## config.mk

```make
export PLATFORM = sky130hd
export DESIGN_NAME = data_merger
export DESIGN_NICKNAME = d
export VERILOG_FILES = /design/src/rtl/data_merger_pkg.sv /design/src/rtl/data_merger_node_fifo.sv /design/src/rtl/data_merger.sv
export SDC_FILE = /design/constraint.sdc
export NUM_CORES = 1
export LEC_CHECK = 0
export CAP_MARGIN = 5
export CORE_MARGIN = 3
export CORE_UTILIZATION = 42
export CTS_BUF_LIST = sky130_fd_sc_hd__clkbuf_8
export CTS_CLUSTER_SIZE = 28
export DETAILED_ROUTE_END_ITERATION = 12
export MAX_ROUTING_LAYER = met4
export PLACE_DENSITY = 0.59
export SYNTH_ARGS = -nofsm -noshare
export SYNTH_HDL_FRONTEND = slang
export SYNTH_SLANG_ARGS = --single-unit
```

## constraint.sdc

```tcl
create_clock -name clk -period 2.46 [get_ports clk]
set_input_delay 0.369 -clock clk [delete_from_list [all_inputs] [get_ports clk]]
set_output_delay 0.369 -clock clk [all_outputs]
set_load 0.01 [all_outputs]
```

## src/rtl/data_merger_pkg.sv

```systemverilog
// Shared sizing helpers for the NoC return-path merger.
// Node count, host-bus slice offsets and FIFO counter/pointer widths live here.
package data_merger_pkg;

  function automatic int num_nodes(input int row, input int col);
    return row * col;
  endfunction

  function automatic int node_lsb(input int n, input int data_w);
    return n * data_w;
  endfunction

  // The count needs one extra bit so that "full" is distinguishable from "empty".
  function automatic int cnt_w(input int depth);
    return $clog2(depth) + 1;
  endfunction

  function automatic int ptr_w(input int depth);
    return (depth > 1) ? $clog2(depth) : 1;
  endfunction

endpackage

```

## src/rtl/data_merger_node_fifo.sv

```systemverilog
// One node's ejection FIFO with a registered host-side output and on/off flow control.
// Full + push with a simultaneous pop is accepted; full + push without a pop is dropped.
module merger_node_fifo
  import data_merger_pkg::*;
#(
  parameter int DATA_W     = 8,
  parameter int FIFO_DEPTH = 4,
  parameter int OFF_MARGIN = 2
) (
  input  logic              clk,
  input  logic              rst,
  input  logic              valid_i,
  input  logic [DATA_W-1:0] data_i,
  input  logic              host_off_i,
  output logic              valid_o,
  output logic [DATA_W-1:0] data_o,
  output logic              off_o,
  output logic              overflow_o
);

  localparam int CW = cnt_w(FIFO_DEPTH);
  localparam int PW = ptr_w(FIFO_DEPTH);
  localparam logic [CW-1:0] FULL_CNT = CW'(FIFO_DEPTH);
  localparam logic [CW-1:0] OFF_THR  = CW'(FIFO_DEPTH - OFF_MARGIN);

  logic [DATA_W-1:0] mem_q [FIFO_DEPTH];
  logic [CW-1:0]     count_q, count_d;
  logic [PW-1:0]     wr_ptr_q, rd_ptr_q;
  logic              valid_q, off_q, overflow_q;
  logic [DATA_W-1:0] data_q;
  logic              full, empty, push, pop;

  always_comb begin
    full    = (count_q == FULL_CNT);
    empty   = (count_q == '0);
    pop     = ~empty & ~host_off_i;
    push    = valid_i & (~full | pop);
    count_d = count_q + CW'(push) - CW'(pop);
  end

  // Storage carries no reset so it can map onto distributed/block RAM.
  always_ff @(posedge clk) begin
    if (push) mem_q[wr_ptr_q] <= data_i;
  end

  always_ff @(posedge clk) begin
    if (rst) begin
      count_q    <= '0;
      wr_ptr_q   <= '0;
      rd_ptr_q   <= '0;
      valid_q    <= 1'b0;
      data_q     <= '0;
      off_q      <= 1'b0;
      overflow_q <= 1'b0;
    end else begin
      count_q <= count_d;
      valid_q <= pop;
      off_q   <= (count_d >= OFF_THR);
      if (push) wr_ptr_q <= wr_ptr_q + PW'(1);
      if (pop) begin
        rd_ptr_q <= rd_ptr_q + PW'(1);
        data_q   <= mem_q[rd_ptr_q];
      end
      if (valid_i & full & ~pop) overflow_q <= 1'b1;
    end
  end

  assign valid_o    = valid_q;
  assign data_o     = data_q;
  assign off_o      = off_q;
  assign overflow_o = overflow_q;

endmodule

```

## src/rtl/data_merger.sv

```systemverilog
// NoC host return path: per-node FIFOs gather router ejections onto one flat host bus.
// This level only unpacks router-side arrays and packs the host-side buses.
module data_merger
  import data_merger_pkg::*;
#(
  parameter int DATA_W       = 8,
  parameter int NODE_PER_ROW = 4,
  parameter int NODE_PER_COL = 4,
  parameter int FIFO_DEPTH   = 4,
  parameter int OFF_MARGIN   = 2,
  localparam int N = num_nodes(NODE_PER_ROW, NODE_PER_COL)
) (
  input  logic                  clk,
  input  logic                  rst,
  input  logic                  valid_i_NoC    [0:N-1],
  input  logic [0:DATA_W-1]     data_i_NoC     [0:N-1],
  output logic                  off_sigs_o_NoC [0:N-1],
  output logic [0:N-1]          valid_o_NoC,
  output logic [0:N*DATA_W-1]   data_o_NoC,
  input  logic [0:N-1]          off_sigs_i_NoC,
  output logic [0:N-1]          overflow_o
);

  for (genvar gi = 0; gi < N; gi++) begin : g_node
    localparam int LSB = node_lsb(gi, DATA_W);
    logic [DATA_W-1:0] node_data;

    merger_node_fifo #(
      .DATA_W    (DATA_W),
      .FIFO_DEPTH(FIFO_DEPTH),
      .OFF_MARGIN(OFF_MARGIN)
    ) u_fifo (
      .clk       (clk),
      .rst       (rst),
      .valid_i   (valid_i_NoC[gi]),
      .data_i    (data_i_NoC[gi]),
      .host_off_i(off_sigs_i_NoC[gi]),
      .valid_o   (valid_o_NoC[gi]),
      .data_o    (node_data),
      .off_o     (off_sigs_o_NoC[gi]),
      .overflow_o(overflow_o[gi])
    );

    // Node 0 sits on the MSB side of the ascending host bus.
    assign data_o_NoC[LSB +: DATA_W] = node_data;
  end

endmodule

```

==> metrics.md, run 1 <==
| Metric | Value |
|---|---|
| Routed wire per std cell | `around 19 um` |
| Max Cap Viol | `0` |
| Final period util | `89.34%` |
| Iteration-0 DRC Markers | `1,152` |
| Cells along the critical path | `nor3_1 > nor2_1 > ha_1 > inv_1 > ha_1 > fa_1 > xnor2_1 > xnor2_1 > o21bai_1` |
| Avg Vias per Cell | `~5` |
| Rows | `100` |
| Commonest non-fill, non-tap cell in the layout | `edfxtp_1` |
| Synth top area cells | `edfxtp_1 48%, dfxtp_1 18%, mux4_2 9.0%` |
| Vias in the first global route | `19,707` |
| Synth warnings | `0` |
| Slowest cell on the critical path | `fa_1` |
| Worst EP required | `3.06 ns` |
| Longest Clk Path Bufs | `3` |
| Initial antenna violation count | `15` |
| Core area | `about 75,000 sq um` |
| Yosys top cell area share | `48.22%` |
| GRT overflow | `0` |
| Placed Area | `36,210 sq um` |
| Final setup viols | `0` |
| Finished Layout Cells | `~3,700` |
| I/O pin total | `between 300 and 400` |
| HP Class | `input pin to flop` |
| Mapped Area | `~32,000 sq um` |
| Final min period | `around 2.2 ns` |
| Final-stage net count | `2,887` |
| Largest area contributor in the netlist | `edfxtp_1` |
| Post-synth net total | `2,492` |
| Worst-skew pair later-pin latency | `around 0.75 ns` |
| RSZ-0062 raised after global routing | `false` |
| Highest achievable clock rate | `455.0 MHz` |
| Crit end category | `flop` |
| Placed Instances | `~3,400` |
| Post-route setup TNS | `0 ns` |
| Routed WL | `69.39 mm` |
| Synth-to-Final Area Change | `21.92%` |
| Status | `complete, no violations` |
| Critical path arrival | `about 2.8 ns` |
| Pin count of the biggest net entering global routing | `76` |
| Clk root buf | `clkbuf_8` |
| Area taken by multi-input logic gates | `9336 sq um` |
| DRC viols | `0` |
| Synthesized area per cell | `14.36 sq um` |
| FF+latch count, synth | `800` |
| PnR worst setup slack | `0.2623 ns` |
| Inserted Clock Buffers | `137` |
| Slew Viols, Final | `0` |
| CTS tree | `yes` |
| Max VDD drop | `496.3 uV` |
| Via total after detailed routing | `19,076` |
| Leak Pwr | `13.72 nW` |
| H-tree depth | `4` |
| PwrDens | `976.8 nW/um^2` |
| Most frequent cells in the layout | `512 x edfxtp_1, 336 x clkdlybuf4s50_1, 288 x dfxtp_1` |
| Startpoint Class | `flop` |
| Layout cells sized above 1 | `around 15%` |
| First-pass GRT wire length | `107.9 mm` |
| Die area | `79,250 sq um` |
| Max-slew headroom | `52.93%` |
| Sequential area share after synthesis | `66.31%` |
| Pre-CTS setup slack | `-0.1405 ns` |
| Final std cell area, no fill | `roughly 40,000 sq um` |
| Total GRT Usage | `a little under a fifth` |
| Hold Fails Final Rpt | `0` |
| RD Place Congestion | `0.8110` |
| CTS Sinks | `800` |
| Number of I/O port buffers | `between 300 and 400` |
| Antenna Nets Post-Route | `0` |
| Fillers | `6,342` |
| Initial Util | `a little over two fifths` |
| Clock-pin slew on the worst setup and hold paths | `~0.060 ns` |
| Worst-margin pin slew | `0.7050 ns` |
| Crit Path Class | `flop to flop` |
| Cells after Synth | `around 2,200` |
| Detailed Place HPWL | `48.08 mm` |
| FF/Latch Area | `roughly 21,000 sq um` |
| Die Wd | `281.5 um` |
| Router iterations before antenna repair | `6` |
| Crit path max fanout | `6` |
| Die H | `approximately 280 um` |
| CP max stage delay | `0.38 ns` |
| Synth cell types | `31` |
| Clock skew | `about 0.036 ns` |
## final cells by class
cell class | instances | area share, %
antenna | 15 | 0.09657
clock inverter | 106 | 1.487
multi-input combinational | 1124 | 24.02
timing repair buffer | 418 | 10.36
inverter | 134 | 1.294
clock buffer | 148 | 5.240
sequential | 800 | 54.39
tap | 969 | 3.119
## cells in the mapped netlist, drive strengths merged
cell type	number
a21oi	194
a311oi	14
a31o	14
and3	64
and4bb	5
buf	107
clkbuf	55
clkinv	16
dfxtp	288
edfxtp	512
fa	16
ha	94
inv	118
mux2	2
mux4	128
nand2	4
nand3	162
nand4bb	16
nor2	80
nor2b	32
nor3	32
nor4bb	11
o21ai	176
o21bai	14
or3	34
xnor2	30
xor2	2
## metal layers
| metal | part of all wire, % | GRT usage (%) | vias to the layer above |
|---|---|---|---|
| met1 | 41 | 21.47 | 9418 |
| met4 | 2.5 | 6.890 | 0 |
| met3 | 6.6 | 5.622 | 115 |
| li1 | - | - | 9117 |
| met5 | 0 | - | - |
| met2 | 49 | 28.97 | 426 |
## cells by family (layout without fill, tap and decap cells)
group | Yosys count | after routing | share of synthesized area, %
AOI/OAI and AO/OA | 412 | 412 | 6.907
xor gates and xnor gates | 32 | 32 | 0.8791
adders and majority gates | 110 | 110 | 4.694
buffers and inverters | 296 | 806 | 4.407
DFF | 800 | 800 | 66.31
muxes | 130 | 130 | 9.113
other | 0 | 15 | 0
and+or+nand+nor | 440 | 440 | 7.692
## sequential cells by signal (all words and copies together) (netlist names)
register / cells
g_node.u_fifo.rd_ptr_q: 32
g_node.u_fifo.data_o: 128
g_node.u_fifo.off_o: 16
g_node.u_fifo.overflow_o: 16
g_node.u_fifo.wr_ptr_q: 32
g_node.u_fifo.count_q: 48
g_node.u_fifo.mem_q: 512
g_node.u_fifo.valid_o: 16
## timing repair
action                                 in CTS  in global routing
resized for setup                           0                  0
setup buffers                               0                  0
endpoints found under the hold margin       3                  0
hold buffers                                1                  0
## worst max-delay path: cells and delay by family, from the launching register on
family | cells | cell delay [ns]
AND/OR/NAND/NOR | 2 | 0.38
adder cells (fa/ha/maj) | 3 | 0.85
flip-flops | 1 | 0.36
XOR/XNOR | 2 | 0.33
buffers and inverters | 1 | 0.04
AO/OA/AOI/OAI | 1 | 0.09
## report_power, final
group / switching, mW / leakage, nW / internal [mW]
clock network: 5.31 / 1.56 / 5.92
registers: 1.48 / 7.06 / 16.1
logic: 4.44 / 5.10 / 4.72
## final timing paths
path,startpoint,endpoint,slack (ns),depth (start not counted)
hold / removal,data_i_NoC[69],g_node[7].u_fifo.mem_q[0][5]$_DFFE_PP_,0.25,1
hold reg to reg,g_node[1].u_fifo.overflow_o$_SDFFE_PP0P_,g_node[1].u_fifo.overflow_o$_SDFFE_PP0P_,0.47,2
setup reg to reg,g_node[2].u_fifo.count_q[1]$_SDFF_PP0_,g_node[2].u_fifo.off_o$_SDFF_PP0_,0.26,9
setup / recovery,g_node[2].u_fifo.count_q[1]$_SDFF_PP0_,g_node[2].u_fifo.off_o$_SDFF_PP0_,0.26,9
## per-stage QoR
stage	power [mW]	hold WS, ns	util, %
5_1_grt	40.39	0.1725	51.95
6_report	37.97	0.2541	51.95
4_1_cts	38.58	0.1337	51.90
2_1_floorplan	23.70	0.4380	-
3_3_place_gp	26.78	0.4578	48.39
3_5_place_dp	27.09	0.4614	48.39
(Power assumes the default switching activity.)
==> inputs of run 2 (changes only) <==
Settings changed: ABC_AREA set to 1, ABC_CLOCK_PERIOD_IN_PS set to 2460.
==> metrics.md, run 2 <==
| Metric | Value |
|---|---|
| Sequential area share after synthesis | `around 60%` |
| Number of synthesized flops with an enable pin | `512` |
| Crit Path Class | `flop to flop` |
| Rows | `between 100 and 150` |
| Yosys top cell area share | `42.74%` |
| Via total after detailed routing | `25,105` |
| Critical path arrival | `2.80 ns` |
| Layout cells sized above 1 | `7.946%` |
| Clock skew | `0.04938 ns` |
| Die H | `298.7 um` |
| Slowest cell on the critical path | `fa_1` |
| Routed wire per std cell | `13.48 um` |
| Initial antenna violation count | `17` |
| Worst EP required | `roughly 3.1 ns` |
| Inserted Clock Buffers | `140` |
| Synth cell types | `21` |
| Avg Vias per Cell | `4.314` |
| Final Power | `41.93 mW` |
| Reg with most FFs | `g_node.u_fifo.mem_q` |
| Worst hold margin | `between 0.2 and 0.25 ns` |
| GRT overflow | `0` |
| Most frequent cells in the layout | `1,130 x nand2_1, 999 x inv_1, 512 x edfxtp_1` |
| Die Wd | `298.7 um` |
| Worst-skew pair later-pin latency | `0.78 ns` |
| Vias in the first global route | `24,233` |
| Max-slew headroom | `46.41%` |
| Buf/Inv on CP | `4` |
| H-tree depth | `4` |
| Iteration-0 DRC Markers | `1,210` |
| Synth cell count leaders | `1,130 x nand2_1, 948 x inv_1, 512 x edfxtp_1, 427 x nor2_1, 343 x nand3_1` |
| Slew Viols, Final | `0` |
| Clk root buf | `clkbuf_8` |
| Count leader, synth | `nand2_1` |
| DRC viols | `0` |
| Synthesized area per cell | `8.784 sq um` |
| Router iterations before antenna repair | `6` |
| Cells after Synth | `4,095` |
| Final setup viols | `0` |
| CTS Sinks | `800` |
| Area taken by multi-input logic gates | `9741 sq um` |
| First-pass GRT wire length | `125.6 mm` |
| Final period util | `87.97%` |
| Status | `complete, no violations` |
| Crit end category | `flop` |
| Synth-to-Final Area Change | `20.54%` |
| Total GRT Usage | `18.21%` |
| Max FFs per register | `512` |
| Setup Buffers After CTS | `0` |
| PwrDens | `967.1 nW/um^2` |
| Highest achievable clock rate | `462.1 MHz` |
| Util after Layout | `between 50% and 60%` |
| Cells along the critical path | `nor2_2 > nand2_1 > nand2_1 > inv_1 > ha_1 > inv_1 > ha_1 > inv_1 > fa_1 > inv_1 > nand2_1 > a21oi_1 > o21bai_1` |
| CTS tree | `yes` |
| Ys async rst share | `0%` |
| Detailed Place HPWL | `53.19 mm` |
| Finished Layout Cells | `a little under 6,000` |
| I/O pin total | `around 340` |
| Post-synth net total | `between 4,000 and 5,000` |
| Max VDD drop | `approximately 560 uV` |
| Die area | `89,190 sq um` |
| Commonest non-fill, non-tap cell in the layout | `nand2_1` |
| FF+latch count, synth | `800` |
| Crit path max fanout | `4` |
| Clock-pin slew on the worst setup and hold paths | `0.06 ns` |
| Hold Fails Final Rpt | `0` |
| FF/Latch Area | `approximately 21,000 sq um` |
| Crit-path leading delay family | `adder cells` |
| Routed WL | `78.44 mm` |
| Max Cap Viol | `0` |
| Initial Util | `between 40% and 50%` |
| Antenna Nets Post-Route | `0` |
| Number of I/O port buffers | `337` |
| Synth warnings | `0` |
| Largest area contributor in the netlist | `edfxtp_1` |
| Longest Clk Path Bufs | `3` |
| RSZ-0062 raised after global routing | `false` |
| Synth top area cells | `edfxtp_1 43%, dfxtp_1 16%, nand2_1 12%` |
| Core area | `84,220 sq um` |
| Final min period | `2.164 ns` |
| Worst-margin pin slew | `approximately 0.80 ns` |
| Post-route setup TNS | `0 ns` |
| Post-CTS Resized | `0` |
| HP Class | `input pin to flop` |
| Final-stage net count | `4,823` |
| Startpoint Class | `flop` |
| CP dominant cell by count | `inv_1` |
| Mapped Area | `35,970 sq um` |
| RD Place Congestion | `0.7972` |
| CP max stage delay | `0.37 ns` |
| Leak Pwr | `20.58 nW` |
| Placed Instances | `approximately 5,500` |
| Predominant post-synthesis flop cell | `edfxtp_1` |
| Fillers | `7,862` |
| Pin count of the biggest net entering global routing | `81` |
==> run 2: changes by cell type in the layout (fill, tap and decap cells not counted), moves of 34 or more <==
cell	previous run	this run
mux4_2	128	0
or3_1	34	0
a21oi_1	194	66
nand2_1	4	1130
nand3_1	162	343
buf_4	77	147
nor2_1	80	427
and3_1	64	0
inv_1	177	999
o21ai_0	176	25
==> run 2: per-stage QoR <==
step	instance area [sq um]	worst slack, ns
after floorplan	35970	0.3466
final	43360	0.2960
after global routing	43360	0.08154
after CTS	43320	0.1961
after global placement	40590	-0.01754
after detailed placement	40590	-0.05746
==> run 2: logic make-up after synthesis <==
family / share of synthesized area [%]
simple gates: 21.61
buf+inv: 14.15
flops: 58.77
fa+ha+maj: 4.160
compound gates: 1.308
==> run 2: area by class of cell <==
| class | instances | area share, % |
|---|---|---|
| clock buffers | 156 | 4.952 |
| inverters | 984 | 8.628 |
| clock inverters | 104 | 1.319 |
| diodes | 17 | 0.09811 |
| repair buffers | 488 | 10.51 |
| multi-input cells | 2137 | 22.46 |
| flip-flops and latches | 800 | 48.76 |
| well taps | 1134 | 3.272 |
==> run 2: layer usage <==
layer  vias up  track usage [%]  wire [um]
met2       456            30.34      38140
met4         0            6.579       1818
met3       140            4.766       4667
li1      13304                -          -
met1     11205            21.26      33810
met5         -                -          0
==> run 2: final timing paths <==
path / from / cells after the start / slack [ns] / to
worst min register to register: g_node[4].u_fifo.overflow_o$_SDFFE_PP0P_ / 2 / 0.45 / g_node[4].u_fifo.overflow_o$_SDFFE_PP0P_
worst min-delay path: data_i_NoC[37] / 1 / 0.23 / g_node[11].u_fifo.mem_q[2][5]$_DFFE_PP_
worst max register to register: g_node[4].u_fifo.count_q[1]$_SDFF_PP0_ / 13 / 0.30 / g_node[4].u_fifo.off_o$_SDFF_PP0_
worst max-delay path: g_node[4].u_fifo.count_q[1]$_SDFF_PP0_ / 13 / 0.30 / g_node[4].u_fifo.off_o$_SDFF_PP0_
==> run 2: repair_timing <==
action,4_1_cts,5_1_grt
setup endpoints to repair,0,0
hold buffers,1,0
endpoints found under the hold margin,42,0
==> run 2: report_power, final <==
group / internal (mW) / switching, mW / leakage [nW] / total [mW]
Combinational: 5.18 / 7.16 / 11.9 / 12.3
Clock: 6.27 / 5.39 / 1.57 / 11.7
Sequential: 16.5 / 1.44 / 7.08 / 17.9
Total: 27.9 / 14.0 / 20.6 / 41.9
